### src/rtl/fd_pkg.sv
// Shared definitions for the fetch->decode pipe buffer: NOP encoding,
// a constant log2 helper and the default fetch entry layout.
package fd_pkg;

  // addi x0, x0, 0 -- the architectural NOP decode sees when the buffer is empty
  localparam logic [31:0] NOP_ADDI = 32'h0000_0013;

  // Default field widths of a fetched instruction entry
  localparam int FD_PC_W   = 16;
  localparam int FD_INST_W = 32;

  // One fetched instruction as it crosses the fetch->decode boundary
  typedef struct packed {
    logic [FD_PC_W-1:0]   pc;
    logic [FD_INST_W-1:0] inst;
  } fd_entry_t;

  // Ceiling log2 usable in constant expressions; returns at least 1
  function automatic int fd_clog2(input int value);
    int result;
    int limit;
    result = 1;
    limit  = 2;
    while (limit < value) begin
      result = result + 1;
      limit  = limit * 2;
    end
    return result;
  endfunction

endpackage

### src/rtl/fd_pipe_buffer_sat_counter.sv
// Saturating up-counter: increments by one on inc_i, sticks at all-ones,
// cleared asynchronously by clr_i.
module sat_counter #(
  parameter int CNT_W = 16
) (
  input  logic             clk,
  input  logic             clr_i,
  input  logic             inc_i,
  output logic [CNT_W-1:0] cnt_o
);

  localparam logic [CNT_W-1:0] CNT_MAX = {CNT_W{1'b1}};

  logic [CNT_W-1:0] cnt_q;
  logic [CNT_W-1:0] cnt_d;

  // Next count: step by one unless already saturated
  always_comb begin
    cnt_d = cnt_q;
    if (inc_i && (cnt_q != CNT_MAX)) begin
      cnt_d = cnt_q + {{(CNT_W-1){1'b0}}, 1'b1};
    end else begin
      cnt_d = cnt_q;
    end
  end

  // Count register with asynchronous clear
  always_ff @(posedge clk or posedge clr_i) begin
    if (clr_i) begin
      cnt_q <= {CNT_W{1'b0}};
    end else begin
      cnt_q <= cnt_d;
    end
  end

  assign cnt_o = cnt_q;

endmodule

### src/rtl/fd_pipe_buffer.sv
// Fetch->decode boundary buffer: a DEPTH-entry flop FIFO with valid/ready
// on both sides, whole-buffer flush on a taken jump/branch, NOP presentation
// when empty, and saturating stall/bubble/flush cycle counters.
module fd_pipe_buffer
  import fd_pkg::*;
#(
  parameter int                PC_W   = FD_PC_W,
  parameter int                INST_W = FD_INST_W,
  parameter int                DEPTH  = 2,
  parameter logic [INST_W-1:0] NOP    = INST_W'(NOP_ADDI),
  parameter int                CNT_W  = 16,
  localparam int               LVL_W  = fd_clog2(DEPTH + 1)
) (
  input  logic              clk,
  input  logic              rst,
  input  logic              in_valid,
  output logic              in_ready,
  input  logic [PC_W-1:0]   in_pc,
  input  logic [INST_W-1:0] in_inst,
  output logic              out_valid,
  input  logic              out_ready,
  output logic [PC_W-1:0]   out_pc,
  output logic [INST_W-1:0] out_inst,
  input  logic              flush,
  output logic [LVL_W-1:0]  level,
  output logic [CNT_W-1:0]  stall_cnt,
  output logic [CNT_W-1:0]  bubble_cnt,
  output logic [CNT_W-1:0]  flush_cnt
);

  localparam int               PTR_W    = fd_clog2(DEPTH);
  localparam logic [LVL_W-1:0] LVL_FULL = LVL_W'(DEPTH);
  localparam logic [LVL_W-1:0] LVL_ONE  = LVL_W'(1);
  localparam logic [PTR_W-1:0] PTR_ONE  = PTR_W'(1);

  // Storage is never reset; entries are only readable while counted in level
  logic [PC_W-1:0]   mem_pc_q   [DEPTH];
  logic [INST_W-1:0] mem_inst_q [DEPTH];

  logic [PTR_W-1:0] wr_ptr_q, wr_ptr_d;
  logic [PTR_W-1:0] rd_ptr_q, rd_ptr_d;
  logic [LVL_W-1:0] level_q,  level_d;
  logic [PC_W-1:0]  last_pc_q, last_pc_d;

  logic full_s;
  logic empty_s;
  logic push_s;
  logic pop_s;

  assign full_s  = (level_q == LVL_FULL);
  assign empty_s = (level_q == {LVL_W{1'b0}});

  // A flush drops the same-cycle offer; a pop is still honoured
  assign push_s = in_valid & ~full_s & ~flush;
  assign pop_s  = ~empty_s & out_ready;

  // Next-state for pointers, occupancy and the last popped PC
  always_comb begin
    wr_ptr_d  = wr_ptr_q;
    rd_ptr_d  = rd_ptr_q;
    level_d   = level_q;
    last_pc_d = last_pc_q;

    if (pop_s) begin
      last_pc_d = mem_pc_q[rd_ptr_q];
    end else begin
      last_pc_d = last_pc_q;
    end

    if (flush) begin
      wr_ptr_d = {PTR_W{1'b0}};
      rd_ptr_d = {PTR_W{1'b0}};
      level_d  = {LVL_W{1'b0}};
    end else begin
      if (push_s) begin
        wr_ptr_d = wr_ptr_q + PTR_ONE;
      end else begin
        wr_ptr_d = wr_ptr_q;
      end
      if (pop_s) begin
        rd_ptr_d = rd_ptr_q + PTR_ONE;
      end else begin
        rd_ptr_d = rd_ptr_q;
      end
      case ({push_s, pop_s})
        2'b10:   level_d = level_q + LVL_ONE;
        2'b01:   level_d = level_q - LVL_ONE;
        default: level_d = level_q;
      endcase
    end
  end

  // Control state registers, cleared asynchronously
  always_ff @(posedge clk or posedge rst) begin
    if (rst) begin
      wr_ptr_q  <= {PTR_W{1'b0}};
      rd_ptr_q  <= {PTR_W{1'b0}};
      level_q   <= {LVL_W{1'b0}};
      last_pc_q <= {PC_W{1'b0}};
    end else begin
      wr_ptr_q  <= wr_ptr_d;
      rd_ptr_q  <= rd_ptr_d;
      level_q   <= level_d;
      last_pc_q <= last_pc_d;
    end
  end

  // Entry storage write on an accepted push
  always_ff @(posedge clk) begin
    if (push_s) begin
      mem_pc_q[wr_ptr_q]   <= in_pc;
      mem_inst_q[wr_ptr_q] <= in_inst;
    end
  end

  // Head presentation: real entry when valid, otherwise NOP at the last popped PC
  always_comb begin
    out_pc   = last_pc_q;
    out_inst = NOP;
    if (!empty_s) begin
      out_pc   = mem_pc_q[rd_ptr_q];
      out_inst = mem_inst_q[rd_ptr_q];
    end else begin
      out_pc   = last_pc_q;
      out_inst = NOP;
    end
  end

  assign in_ready  = ~full_s;
  assign out_valid = ~empty_s;
  assign level     = level_q;

  sat_counter #(.CNT_W(CNT_W)) u_stall_cnt (
    .clk   (clk),
    .clr_i (rst),
    .inc_i (~empty_s & ~out_ready),
    .cnt_o (stall_cnt)
  );

  sat_counter #(.CNT_W(CNT_W)) u_bubble_cnt (
    .clk   (clk),
    .clr_i (rst),
    .inc_i (empty_s),
    .cnt_o (bubble_cnt)
  );

  sat_counter #(.CNT_W(CNT_W)) u_flush_cnt (
    .clk   (clk),
    .clr_i (rst),
    .inc_i (flush),
    .cnt_o (flush_cnt)
  );

endmodule

### config.mk
export PLATFORM = sky130hd
export DESIGN_NAME = fd_pipe_buffer
export DESIGN_NICKNAME = d
export VERILOG_FILES = /design/src/rtl/fd_pkg.sv /design/src/rtl/fd_pipe_buffer_sat_counter.sv /design/src/rtl/fd_pipe_buffer.sv
export SDC_FILE = /design/constraint.sdc
export NUM_CORES = 1
export LEC_CHECK = 0
export CORE_MARGIN = 2
export CORE_UTILIZATION = 35
export CTS_BUF_LIST = sky130_fd_sc_hd__clkbuf_4
export DETAILED_ROUTE_END_ITERATION = 12
export PLACE_DENSITY = 0.63
export SYNTH_ARGS = -nofsm -noshare
export SYNTH_HDL_FRONTEND = slang
export SYNTH_SLANG_ARGS = --single-unit
export TNS_END_PERCENT = 20
### constraint.sdc
create_clock -name clk -period 6.2 [get_ports clk]
set_clock_uncertainty 0.15 [all_clocks]
set_input_delay 1.55 -clock clk [delete_from_list [all_inputs] [get_ports clk]]
set_output_delay 1.55 -clock clk [all_outputs]
set_load 0.05 [all_outputs]
==> impl_results.md, run 1 <==
- Share of cells above drive strength 1: 0.0814
- Post_cts resized: 0
- Critical path required time: 4.50 ns
- Cts bufs inserted: 17
- Metal3 WL: 1030 microns
- Wire length on met1: 6900 microns
- Post-layout minimum cycle time: 4.88 ns
- Final setup viols: 0
- DR WL/cell: 15.9 microns
- Overflow after GRT: 0
- WS Path Type: reg -> out
- Top delay family on crit path: buffers and inverters
- Yosys reg bits: 164
- Clock tree buffer depth: 2
- DP Area: 8680 sq um
- Synth top area cells: edfxtp_1 (42%), dfrtp_1 (25%), mux2i_1 (7.1%), xor2_1 (3.2%), nor2_1 (2.8%)
- Crit-path max cell delay: 1.16 ns
- Yosys top cell by area: edfxtp_1
- Post-route clock period utilization: 0.788
- Fillcell total: 1,752
- Post-Syn Area: 6860 sq um
- Post-synth EDFFs: 96
- Clk Latency, worst-skew pair: 0.53 ns
- Fin Setup TNS: 0 ns
- Unrepaired setup endpoints after global routing: false
- Initial Util: 0.355
- WHS: 0.356 ns
- Die W: 144 microns
- Post-synth cell types: 48
- Gr usage total: 0.151
- Iter 0 DRT Violations: 179
- Most common cell in the netlist: edfxtp_1
- Drt drc: 0
- PwrDens: 327 nW/um^2
- Avg Cell Area, Syn: 13.2 sq um
- CP Data Arrival Time: 3.18 ns
- Io pins: 153
- Crit path buf inv count: 2
- Initial antenna violation count: 0
- Critical Path Sink Type: primary output
- Die height: 144 microns
- CP max stage cell: dfrtp_2
- # nets final: 731
- Post-synthesis sequential area ratio: 0.668
- Via count: 4,647
- Post-CTS Setup Bufs: 0
- H-tree levels: 4
- FP Rows: 51
- Core ar.: 19,300 sq um
- Synth Warn #: 0
- Metal2 WL: 7140 microns
- Startpoint Class: flop
- Highest clock rate: 0.205 GHz
- Dpl ws: 1.85 ns
- Post-route cell area: 8960 sq um
- DR vias/cell: 4.87
- Max Cap Violations: 0
- Status: complete, no violations
- Async SR Flop Fraction: 0.415
- Port bufs: 152
- CTS root buffer: clkbuf_4
- Mapped Nets: 574
- Largest net degree at the start of global routing: 49
- Hold WC Path Type: reg -> reg
- Crit-path max FO: 38
- CTS sink count: 164
- Die ar.: 20,700 sq um
- Gp weighted congestion: 0.824
- Synth top area share: 0.420
- Most used DFF post-synth: edfxtp_1
- Syn Inst Count: 518
- Worst slew margin: 0.233
- Cts hold-fix bufs: 0
- Leakage: 3.34 nW
- Max VDD drop: 0.158 mV
- Final worst setup slack: 1.32 ns
- Syn-to-layout area delta: 30.6%
- First-pass GRT wire length: 24,100 microns
- Final hold vios: 0
- Pins Over Slew Limit: 0
- Critical-path cell list: buf_4 -> mux2i_1 -> nor2_1 -> clkdlybuf4s50_1
- Clock transition at the registers of the reported paths: 0.14 ns
- Vias in the first global route: 4,750
- Top sig layer: met4
- Top cells by count, synth: edfxtp_1 (96), dfrtp_1 (68), nor2_1 (52)
- Worst-margin pin slew: 1.15 ns
- Final wirelength: 15,200 microns
- Post-DP HPWL: 10,400 microns
- Post-route ant nets: 0
- CTS tree: done
- Pre-antenna DRT Iters: 6
## stage by stage
stage,util,power (mW),cells
floorplan,-,2.01,518
global placement,0.449,2.33,921
detailed placement,0.449,2.34,921
CTS,0.463,2.97,953
global route,0.463,3.08,953
finish,0.463,2.93,954
## power by group
part	internal [mW]	switching [mW]	leakage, nW	total, mW
logic	0.327	0.591	1.42	0.917
registers	1.28	0.119	1.77	1.40
clock network	0.212	0.401	0.151	0.614
## placed cells by master (no fill, tap or decap), types with 15 or more instances in the layout
master             n
a21oi_1           22
o21ai_0           16
nand3_1           19
clkbuf_4          17
dfrtp_1           67
nor2_1            52
xnor2_1           15
clkdlybuf4s50_1  152
xor2_1            25
nand2_1           36
edfxtp_1          96
mux2i_1           49
## sequential cells by signal, summed over array words and instances, names as in the netlist
name and cells:
last_pc_q 16, u_stall_cnt.cnt_o 16, level 2, mem_pc_q 32, u_bubble_cnt.cnt_o 16, rd_ptr_q 1
mem_inst_q 64, wr_ptr_q 1, u_flush_cnt.cnt_o 16
## worst register-to-register path, stage by stage, from the launching register on
cell,delay (ns)
dfrtp_1,0.48
nor2_2,0.13
buf_4,0.36
inv_1,0.39
nand2_1,0.81
o21ai_0,0.25
## final timing paths
kind	startpoint	to	slack (ns)	cells past startpoint
max	rd_ptr_q$_DFFE_PP0P_	out_inst[15]	1.32	4
min	last_pc_q[11]$_DFFE_PP0P_	last_pc_q[11]$_DFFE_PP0P_	0.36	2
max reg2reg	level[0]$_DFFE_PP0P_	last_pc_q[14]$_DFFE_PP0P_	3.48	5
min reg2reg	last_pc_q[11]$_DFFE_PP0P_	last_pc_q[11]$_DFFE_PP0P_	0.36	2
max in group asynchronous	rst	rd_ptr_q$_DFFE_PP0P_	3.63	3
min in group asynchronous	rst	u_stall_cnt.cnt_o[10]$_DFFE_PP0P_	1.29	2
## layer usage
layer / vias up / global-route usage
li1: 2214 / -
met1: 2276 / 0.195
met2: 149 / 0.244
met3: 8 / 0.0517
met4: 0 / 0.0408
met5: - / 0
## cell families after synthesis
logic type | Yosys count | share of synthesized area
AOI/OAI and AO/OA | 55 | 0.0461
xor gates and xnor gates | 40 | 0.0511
adders and majority gates | 3 | 0.00547
buffers and inverters | 24 | 0.0160
DFF | 164 | 0.668
muxes | 52 | 0.0770
and+or+nand+nor | 180 | 0.136
## cell type report
cell class | count | area [sq um] | share of cell area
Clock buffer | 17 | 128 | 0.0142
Timing Repair Buffer | 159 | 1570 | 0.176
Tap cell | 265 | 332 | 0.0370
Inverter | 3 | 11.3 | 0.00126
Clock inverter | 15 | 149 | 0.0166
Sequential cell | 164 | 4590 | 0.512
Antenna cell | 1 | 2.50 | 0.000279
Multi-Input combinational cell | 330 | 2180 | 0.243
Power figures use the tool's default switching activity.
==> run 2, diff against run 1 <==
clock period = 5.1 ns   (was 6.2 ns; I/O delays follow)
==> run 2 against run 1 <==
Net effect:
- sequential share of layout area decreased by 1.1 points
- utilization increased by 1.0 points
- critical path type unchanged
- die area unchanged
- critical path depth unchanged
- largest cell class unchanged
- flip-flop and latch count unchanged
- via count decreased by 0.82%
- total power increased by 25%
- global-route usage increased by 0.17 points
- wire length decreased by 0.64%
==> impl_results.md, run 2 (same netlist as run 1, synthesis figures left out) <==
- WS Path Type: reg -> out
- Vias in the first global route: 4,755
- Largest Register: mem_inst_q
- Commonest cells after routing, fill and taps aside: clkdlybuf4s50_1 (132), edfxtp_1 (96), dfrtp_1 (67)
- Post-layout minimum cycle time: 4.23 ns
- Pre-antenna DRT Iters: 6
- Die height: 144 microns
- Share of cells above drive strength 1: 0.115
- Max VDD drop: 0.204 mV
- FP Rows: 51
- Cts hold-fix bufs: 0
- DR WL/cell: 15.8 microns
- Die W: 144 microns
- Io pins: 153
- Highest clock rate: 0.237 GHz
- Post-DP HPWL: 10,100 microns
- Post-route clock period utilization: 0.829
- Largest net degree at the start of global routing: 49
- Port bufs: 152
- Critical Path Sink Type: primary output
- PwrDens: 398 nW/um^2
- Worst slew margin: 0.341
- H-tree levels: 4
- Most common library cell in the layout ignoring fill and taps: clkdlybuf4s50_1
- DR vias/cell: 4.83
- Clk Latency, worst-skew pair: 0.57 ns
- Fin Setup TNS: 0 ns
- ANT cells: 0
- Critical path required time: 3.67 ns
- Syn-to-layout area delta: 33.4%
- Cts bufs inserted: 17
- Post_cts resized: 0
- Dpl ws: 1.44 ns
- Initial Util: 0.355
- Pins Over Slew Limit: 0
- Pwr Total: 3.64 mW
- Status: complete, no violations
- Via count: 4,609
- # nets final: 732
- Drt drc: 0
- First-pass GRT wire length: 24,200 microns
- Final wirelength: 15,100 microns
- Hold WC Path Type: reg -> reg
- Gr usage total: 0.153
- Clock transition at the registers of the reported paths: 0.13 ns
- Final worst setup slack: 0.874 ns
- CTS root buffer: clkbuf_4
- Largest registers: mem_inst_q (64), mem_pc_q (32)
- Clock tree buffer depth: 2
- Final hold vios: 0
- Iter 0 DRT Violations: 201
- Post-CTS Setup Bufs: 0
- Startpoint Class: flop
- Post-route ant nets: 0
- Crit-path max FO: 23
- Gp weighted congestion: 0.853
- Unrepaired setup endpoints after global routing: false
- CTS tree: done
- CTS sink count: 164
- Max reg flops: 64
- Max Cap Violations: 0
- WHS: 0.346 ns
- Die ar.: 20,700 sq um
- Final setup viols: 0
- Initial antenna violation count: 0
- Worst-margin pin slew: 0.987 ns
- Leakage: 3.44 nW
- Overflow after GRT: 0
- Core ar.: 19,300 sq um
- CP Data Arrival Time: 2.80 ns
-- run 2: per-stage QoR --
step                      instances  area (sq um)  utilization
after global routing            954          9150        0.473
after CTS                       954          9150        0.473
after floorplan                 518          6870            -
after detailed placement        922          8880        0.459
after global placement          922          8880        0.459
final                           954          9150        0.473
-- run 2: path summary, 6_finish.rpt --
check,startpoint,end,slack [ns],cells after the start
worst max-delay path,rd_ptr_q$_DFFE_PP0P_,out_inst[30],0.87,4
worst min-delay path,last_pc_q[3]$_DFFE_PP0P_,last_pc_q[3]$_DFFE_PP0P_,0.35,2
worst max register to register,level[0]$_DFFE_PP0P_,last_pc_q[11]$_DFFE_PP0P_,2.25,6
worst min register to register,last_pc_q[3]$_DFFE_PP0P_,last_pc_q[3]$_DFFE_PP0P_,0.35,2
max in group asynchronous,rst,last_pc_q[2]$_DFFE_PP0P_,2.79,3
min in group asynchronous,rst,u_stall_cnt.cnt_o[3]$_DFFE_PP0P_,1.07,2
-- run 2: routing by layer --
metal	global-route usage	up-vias	wire, microns
met5	0	-	0
met4	0.0537	0	238
met3	0.0616	17	1410
met2	0.246	152	7030
met1	0.186	2227	6420
li1	-	2213	-
-- run 2: critical path: stages, from the launching register on --
cell and delay, ns:
dfrtp_2 0.85, buf_4 0.34, mux2i_1 0.12, nor2_1 0.11
clkdlybuf4s50_1 0.81
-- run 2: cell type report --
cell class | instances | area, sq um
fillers | 1744 | 10200
flip-flops and latches | 164 | 4590
multi-input cells | 330 | 2180
repair buffers | 160 | 1770
well taps | 265 | 332
clock buffers | 20 | 150
clock inverters | 12 | 120
inverters | 3 | 11.3
-- run 2: power by group --
group	leakage [nW]	internal, mW	switching, mW
registers	1.77	1.55	0.141
logic	1.53	0.464	0.745
clock network	0.134	0.266	0.478
